## config.mk

```make
export PLATFORM = sky130hd
export DESIGN_NAME = mult_sequencer
export DESIGN_NICKNAME = d
export VERILOG_FILES = /design/src/rtl/mult_sequencer.sv
export SDC_FILE = /design/constraint.sdc
export NUM_CORES = 1
export LEC_CHECK = 0
export CAP_MARGIN = 20
export CORE_ASPECT_RATIO = 0.75
export CORE_MARGIN = 8
export CORE_UTILIZATION = 42
export DETAILED_ROUTE_END_ITERATION = 16
export MAX_ROUTING_LAYER = met4
export PLACE_DENSITY = 0.95
export SKIP_LAST_GASP = 1
export SLEW_MARGIN = 20
export SYNTH_ARGS = -nofsm -noshare
export SYNTH_HDL_FRONTEND = slang
export SYNTH_SLANG_ARGS = --single-unit
export TNS_END_PERCENT = 50
```

## constraint.sdc

```tcl
create_clock -name clk -period 2.29 [get_ports clk]
set_input_delay 0.458 -clock clk [delete_from_list [all_inputs] [get_ports clk]]
set_output_delay 0.458 -clock clk [all_outputs]
set_load 0.005 [all_outputs]
```

## src/rtl/mult_sequencer.sv

```systemverilog
// Shift-and-add unsigned multiplier that borrows the shared ALU adder through a req/gnt port.
// Optional MULT_SKIP_ZERO_EN: steps with multiplier bit 0 == 0 shift without requesting the ALU.
module mult_sequencer #(
   parameter int unsigned WIDTH = 32
) (
   input  logic             clk,
   input  logic             rst,
   input  logic             start,
   input  logic [WIDTH-1:0] op_a,
   input  logic [WIDTH-1:0] op_b,
   output logic             busy,
   output logic             done,
   output logic [WIDTH-1:0] hi,
   output logic [WIDTH-1:0] lo,
   output logic             alu_req,
   input  logic             alu_gnt,
   output logic [3:0]       alu_ctr,
   output logic [WIDTH-1:0] alu_a,
   output logic [WIDTH-1:0] alu_b,
   input  logic [WIDTH-1:0] alu_result,
   input  logic             alu_cout
);

   localparam int unsigned CNT_W   = $clog2(WIDTH) + 1;
   localparam logic [3:0]  ALU_ADD = 4'b0010;

   typedef enum logic [1:0] {
      S_IDLE = 2'd0,
      S_RUN  = 2'd1,
      S_DONE = 2'd2
   } state_t;

   state_t           r_state;
   state_t           w_state_nxt;
   logic [WIDTH-1:0] r_mcand;
   logic [WIDTH-1:0] r_hi;
   logic [WIDTH-1:0] r_lo;
   logic [CNT_W-1:0] r_cnt;

   logic             w_req;
   logic             w_step;
   logic             w_last;
   logic             w_accept;
   logic             w_top_bit;
   logic [WIDTH-1:0] w_sum;

   // Step request / completion; a step only advances when it owns the adder or needs none
   always_comb begin
      w_req  = 1'b0;
      w_step = 1'b0;
      if (r_state == S_RUN) begin
`ifdef MULT_SKIP_ZERO_EN
         w_req  = r_lo[0];
         w_step = r_lo[0] ? alu_gnt : 1'b1;
`else
         w_req  = 1'b1;
         w_step = alu_gnt;
`endif
      end
   end

   assign w_last   = (r_cnt == CNT_W'(WIDTH - 1));
   assign w_accept = (r_state == S_IDLE) && start;

   // Adder-free steps shift in a zero carry and the unchanged upper word
   assign w_top_bit = w_req ? alu_cout   : 1'b0;
   assign w_sum     = w_req ? alu_result : r_hi;

   always_ff @(posedge clk) begin
      if (rst) begin
         r_state <= S_IDLE;
      end else begin
         r_state <= w_state_nxt;
      end
   end

   always_comb begin
      w_state_nxt = r_state;
      case (r_state)
         S_IDLE:  if (start) w_state_nxt = S_RUN;
         S_RUN:   if (w_step && w_last) w_state_nxt = S_DONE;
         S_DONE:  w_state_nxt = S_IDLE;
         default: w_state_nxt = S_IDLE;
      endcase
   end

   always_ff @(posedge clk) begin
      if (rst) begin
         r_mcand <= '0;
         r_hi    <= '0;
         r_lo    <= '0;
         r_cnt   <= '0;
      end else if (w_accept) begin
         r_mcand <= op_a;
         r_hi    <= '0;
         r_lo    <= op_b;
         r_cnt   <= '0;
      end else if (w_step) begin
         r_hi    <= {w_top_bit, w_sum[WIDTH-1:1]};
         r_lo    <= {w_sum[0], r_lo[WIDTH-1:1]};
         r_cnt   <= r_cnt + CNT_W'(1);
      end
   end

   assign busy    = (r_state != S_IDLE);
   assign done    = (r_state == S_DONE);
   assign hi      = r_hi;
   assign lo      = r_lo;
   assign alu_req = w_req;
   assign alu_ctr = w_req ? ALU_ADD : 4'b0000;
   assign alu_a   = w_req ? r_hi : '0;
   assign alu_b   = (w_req && r_lo[0]) ? r_mcand : '0;

endmodule
```

==> results of run 1 <==
-- path summary, 6_finish.rpt --
path / start / end / slack, ps / depth (start not counted)
setup / recovery: r_state[1] / alu_b[17] / 4 / 4
setup reg to reg: r_state[1] / r_cnt[5] / 680 / 4
hold / removal: r_mcand[20] / r_mcand[20] / 450 / 2
hold reg to reg: r_mcand[20] / r_mcand[20] / 450 / 2
-- logic make-up after synthesis --
logic type	after synthesis
simple gates	246
flops	104
fa+ha+maj	1
xor+xnor	2
compound gates	137
buf+inv	53
other cells	1
-- worst min-delay path, cell delays in order (launching register included) --
cell and delay (ps):
dfxtp_1 300, nand2_1 50, a21oi_1 50
-- where the power goes --
| part | leakage [nW] | internal [mW] | total, mW | switching [mW] |
|---|---|---|---|---|
| registers | 0.849 | 1.90 | 1.96 | 0.0576 |
| logic | 1.61 | 0.374 | 0.669 | 0.295 |
| clock network | 0.143 | 0.953 | 1.57 | 0.619 |
-- flip-flops by register name (all words and copies together), names as in the netlist --
register,count
hi,32
r_state,2
r_mcand,32
lo,32
r_cnt,6
-- layout by cell type (no fill, tap or decap), types with 3 or more instances in the layout --
master	count
nand3_1	34
a22oi_1	32
nand2_1	133
clkbuf_16	9
and3_1	32
clkbuf_1	3
a21oi_1	101
buf_4	9
conb_1	3
dfxtp_1	104
clkdlybuf4s50_1	231
and2_1	32
buf_12	5
-- through the flow --
stage	total power, mW	setup TNS, ps
floorplan	2.26	0
global placement	2.63	0
detailed placement	2.65	0
CTS	4.23	-221
global route	4.37	-1750
finish	4.20	0
-- timing repair --
action                                  4_1_cts  5_1_grt
gates cloned                                  1        0
gates resized for setup                       3        0
endpoints found under the setup margin       42       53
-- routing by layer --
| metal | vias up | routed length [microns] |
|---|---|---|
| li1 | 2249 | - |
| met1 | 2174 | 5880 |
| met2 | 194 | 7310 |
| met3 | 18 | 1130 |
| met4 | 0 | 187 |
| met5 | - | 0 |
-- cell type report --
type                    instances  area, sq um
clock buffers                  12          236
multi-input cells             389         2000
repair buffers                247         2510
clock inverters                 3         67.6
flip-flops and latches        104         2080
well taps                     136          170
fillers                       751         3070
==> out/results.txt, run 1 <==
Outcome -> completed
Power per cell area -> 594 mW/mm^2
Gate Count Post-Synth -> 544
Layout area overhead -> 63.6%
Type of the worst setup path -> register to primary output
Pre-CTS setup slack -> 264 ps
RSZ-0062 raised after global routing -> true
GR met3 Demand/Resource -> 5.98%
Post-synth EDFFs -> 0
Synth cell count leaders -> nand2_1 (133), dfxtp_1 (104), a21oi_1 (101)
ANT nets after route -> 0
Final core occ -> 69.7%
Die Span Y -> 104 microns
Largest net degree at the start of global routing -> 65
Most common flop cell mapped by yosys -> dfxtp_1
Root Buffer -> clkbuf_16
Routed length per instance -> 16.3 microns
Vias in the first global route -> 4692
Detail Placement HPWL -> 10800 microns
Synthesized area -> 0.00432 sq mm
Share of layout cells above drive strength 1 -> 4.50%
Mux cell area share after synthesis -> 0%
Clock-pin slew on the worst setup and hold paths -> 60 ps
Fin. Hold Viols -> 0
Post-Synth XOR/XNOR Area -> 0.406%
CTS tree -> done
Period utilization -> 99.8%
Biggest area consumer among synthesized cells -> dfxtp_1
Initial core utilization -> 42.6%
Max-cap check violation count -> 0
Main combinational cell family by area after synthesis -> simple AND/OR/NAND/NOR gates
Synth top area cells -> dfxtp_1 (48%), a21oi_1 (12%), nand2_1 (12%)
Post CTS Setup Buffer Count -> 0
Synth Area in Compound Gates -> 17.8%
Latest clock arrival within the worst-skew pair -> 340 ps
Setup slack after layout -> 3.91 ps
GRT met1 Usage -> 22.9%
CP max stage cell -> clkdlybuf4s50_1
Leakage Power -> 2.60 nW
Final Setup Violations -> 0
Peak Freq -> 0.437 GHz
Die X -> 133 microns
Global Route Usage Sum -> 20.8%
Number of top-level pins -> 236
Worst Setup End Kind -> primary output
Fin Hold WS -> 451 ps
GR Overflow Total -> 0
Worst IR Drop VDD -> 0.579 mV
CTS hold repair buffers -> 0
First-pass GRT wire length -> 23200 microns
WP data arrival -> 1830 ps
Yosys warns -> 0
Tightest Hold Check Type -> register to register
Most common cell in the netlist -> nand2_1
First drt pass iteration count -> 6
Placed cells -> 875
GR Layer Usage met2 -> 36.2%
Vias per cell -> 5.20
CTS Buf Count -> 9
Die area -> 0.0138 sq mm
DR vias -> 4635
Req. time, crit path -> 1830 ps
Final Max Tran Viols -> 0
Antenna cell count -> 0
Max stage delay on crit path -> 510 ps
Drt drc -> 0
Synth Area in Simple Gates -> 27.2%
Core Region -> 0.0101 sq mm
Seq/Total Area, Yosys -> 48.2%
Largest delay share family, worst path -> buffers and inverters
Worst Skew -> 7.83 ps
Synth async-reset ratio -> 0%
Synth cell types -> 31
H-tree lvl count -> 3
Final WL -> 14500 microns
Adder-Cell Fraction of Synth Area -> 0.290%
GRT Max-Usage Layer -> met2
GPL Wtd Cong -> 0.789
Worst-path maximum fanout -> 33
Max Buffers Root-to-Sink -> 2
Post-synthesis average cell area -> 7.94 sq um
Placed instance area -> 0.00673 sq mm
Crit path cell chain -> and2b_4 -> buf_12 -> and3_1 -> clkdlybuf4s50_1
Post-route design area -> 0.00706 sq mm
Startpoint types -> register
Row cnt -> 32
CTS Sinks -> 104
Share of the synthesized area in the top cell type -> 48.2%
Drt initial violations -> 264
Count of state elements after synthesis -> 104
CP Buf/Inv Count -> 2
Fin cells -> 891
Port buffer count -> 232
Antenna violations before repair -> 0
Final net count -> 853
Post-layout min period -> 2290 ps
Power figures use the tool's default switching activity.
==> inputs of run 2 (changes only) <==
Settings changed: ABC_CLOCK_PERIOD_IN_PS set to 2290.
==> results of run 2 <==
No change in the layout: final DEF, timing and power equal those of run 1.
==> inputs of run 3 (changes only) <==
Settings changed: ABC_CLOCK_PERIOD_IN_PS 2290 to 2400, CAP_MARGIN 20 to 0, CORE_UTILIZATION 42 to 39, PLACE_DENSITY 0.95 to 0.91.
Clock period 2.29 ns to 2.4 ns, I/O delays scaled along.
==> out/results.txt, run 3 (same netlist as run 1, synthesis figures left out) <==
Outcome -> completed (unchanged)
First-pass GRT wire length -> 23300 microns (was 23200 microns)
Vias per cell -> 5.24 (was 5.20)
Max Buffers Root-to-Sink -> 2 (unchanged)
Max stage delay on crit path -> 530 ps (was 510 ps)
Final net count -> 852 (was 853)
Die Span Y -> 107 microns (was 104 microns)
Vias in the first global route -> 4591 (was 4692)
Worst Setup End Kind -> primary output (unchanged)
Tightest Hold Check Type -> input port to register (was register to register)
GPL Wtd Cong -> 0.776 (was 0.789)
CTS tree -> done (unchanged)
CTS Buf Count -> 9 (unchanged)
CP max stage cell -> clkdlybuf4s50_1 (unchanged)
First drt pass iteration count -> 5 (was 6)
Initial core utilization -> 39.8% (was 42.6%)
Die X -> 138 microns (was 133 microns)
Measured slew at the worst slew-check pin -> 638 ps
Max-Slew Margin vs Limit -> 57.4%
Power per cell area -> 578 mW/mm^2 (was 594 mW/mm^2)
Worst Skew -> 6.80 ps (was 7.83 ps)
Row cnt -> 33 (was 32)
Routed length per instance -> 17.0 microns (was 16.3 microns)
Setup slack after layout -> 35.3 ps (was 3.91 ps)
Drt initial violations -> 266 (was 264)
Commonest non-fill, non-tap cell in the layout -> clkdlybuf4s50_1 (unchanged)
Post-layout min period -> 2360 ps
RSZ-0062 raised after global routing -> true (unchanged)
DR vias -> 4693 (was 4635)
Worst-path maximum fanout -> 23 (was 33)
Clock-pin slew on the worst setup and hold paths -> 60 ps (about the same)
Startpoint types -> register (unchanged)
# fillers -> 868 (was 751)
Detail Placement HPWL -> 11300 microns (was 10800 microns)
CP Buf/Inv Count -> 2 (unchanged)
Worst IR Drop VDD -> 0.491 mV (was 0.579 mV)
Die area -> 0.0147 sq mm (was 0.0138 sq mm)
Fin. Hold Viols -> 0 (unchanged)
Leakage Power -> 2.62 nW (was 2.60 nW)
Type of the worst setup path -> register to primary output (unchanged)
Port buffer count -> 232 (unchanged)
Period utilization -> 98.5%
Final Max Tran Viols -> 0 (unchanged)
Pre-CTS setup slack -> 273 ps (was 264 ps)
Final WL -> 15200 microns (was 14500 microns)
Peak Freq -> 0.423 GHz
Post CTS Setup Buffer Count -> 0 (unchanged)
Largest delay share family, worst path -> buffers and inverters (unchanged)
GR Overflow Total -> 0 (unchanged)
Drt drc -> 0 (unchanged)
Crit path cell chain -> and2b_4 -> buf_12 -> and3_1 -> clkdlybuf4s50_1 (unchanged)
Largest net degree at the start of global routing -> 65 (unchanged)
Fin Hold WS -> 440 ps (was 451 ps)
Layout area overhead -> 64.0% (was 63.6%)
Antenna cell count -> 0 (unchanged)
Req. time, crit path -> 1920 ps (was 1830 ps)
Share of layout cells above drive strength 1 -> 5.17% (was 4.50%)
ANT nets after route -> 0 (unchanged)
CTS Sinks -> 104 (unchanged)
Core Region -> 0.0109 sq mm (was 0.0101 sq mm)
Max-cap check violation count -> 0 (unchanged)
Number of top-level pins -> 236 (unchanged)
H-tree lvl count -> 3 (unchanged)
Antenna violations before repair -> 0 (unchanged)
Global Route Usage Sum -> 20.1% (was 20.8%)
Total Power -> 4.09 mW (was 4.20 mW)
Root Buffer -> clkbuf_16 (unchanged)
WP data arrival -> 1880 ps (was 1830 ps)
Most frequent cells in the layout -> clkdlybuf4s50_1 (231), nand2_1 (133), dfxtp_1 (102) (was clkdlybuf4s50_1 (231), nand2_1 (133), dfxtp_1 (104))
Final Setup Violations -> 0 (unchanged)
Latest clock arrival within the worst-skew pair -> 330 ps (was 340 ps)
-- run 3: timing repair --
item                                    in CTS  in global routing
endpoints found under the setup margin      63                 63
pin swaps                                    0                  0
gates resized for setup                      2                  3
gates cloned                                 0                  1
hold buffers                                 0                  0
-- run 3: path summary, 6_finish.rpt --
check	start	end	slack, ps	cells after the start
max	r_state[1]	alu_b[12]	40	4
min	rst	r_state[0]	440	2
max reg2reg	r_state[1]	lo[31]	900	4
min reg2reg	r_mcand[25]	r_mcand[25]	450	2
-- run 3: power breakdown --
part           switching [mW]  internal [mW]
Combinational           0.284          0.354
Sequential             0.0599           1.81
Clock                   0.612          0.969
Total                   0.956           3.13
-- run 3: cell type report --
cell class | instances | area [sq um] | area share [%]
clock buffers | 11 | 253 | 3.57
clock inverters | 5 | 78.8 | 1.11
multi-input cells | 389 | 2000 | 28.2
flip-flops and latches | 104 | 2080 | 29.4
well taps | 140 | 175 | 2.47
repair buffers | 246 | 2490 | 35.2
-- run 3: metrics by stage --
stage	utilization, %	cells	TNS, ps	area [sq um]
after floorplan	-	546	0	4330
after global placement	61.8	878	0	6720
after detailed placement	61.8	878	0	6720
after CTS	64.9	894	-28.6	7050
after global routing	65.2	895	-228	7080
final	65.2	895	0	7080
-- run 3: metal layers --
metal  vias to the layer above  routed length [microns]  GRT usage (%)
met1                      2225                     6010           22.7
met5                         -                        0              -
met3                        22                     1410           5.98
met4                         0                      275           5.72
li1                       2257                        -              -
met2                       189                     7500           33.8
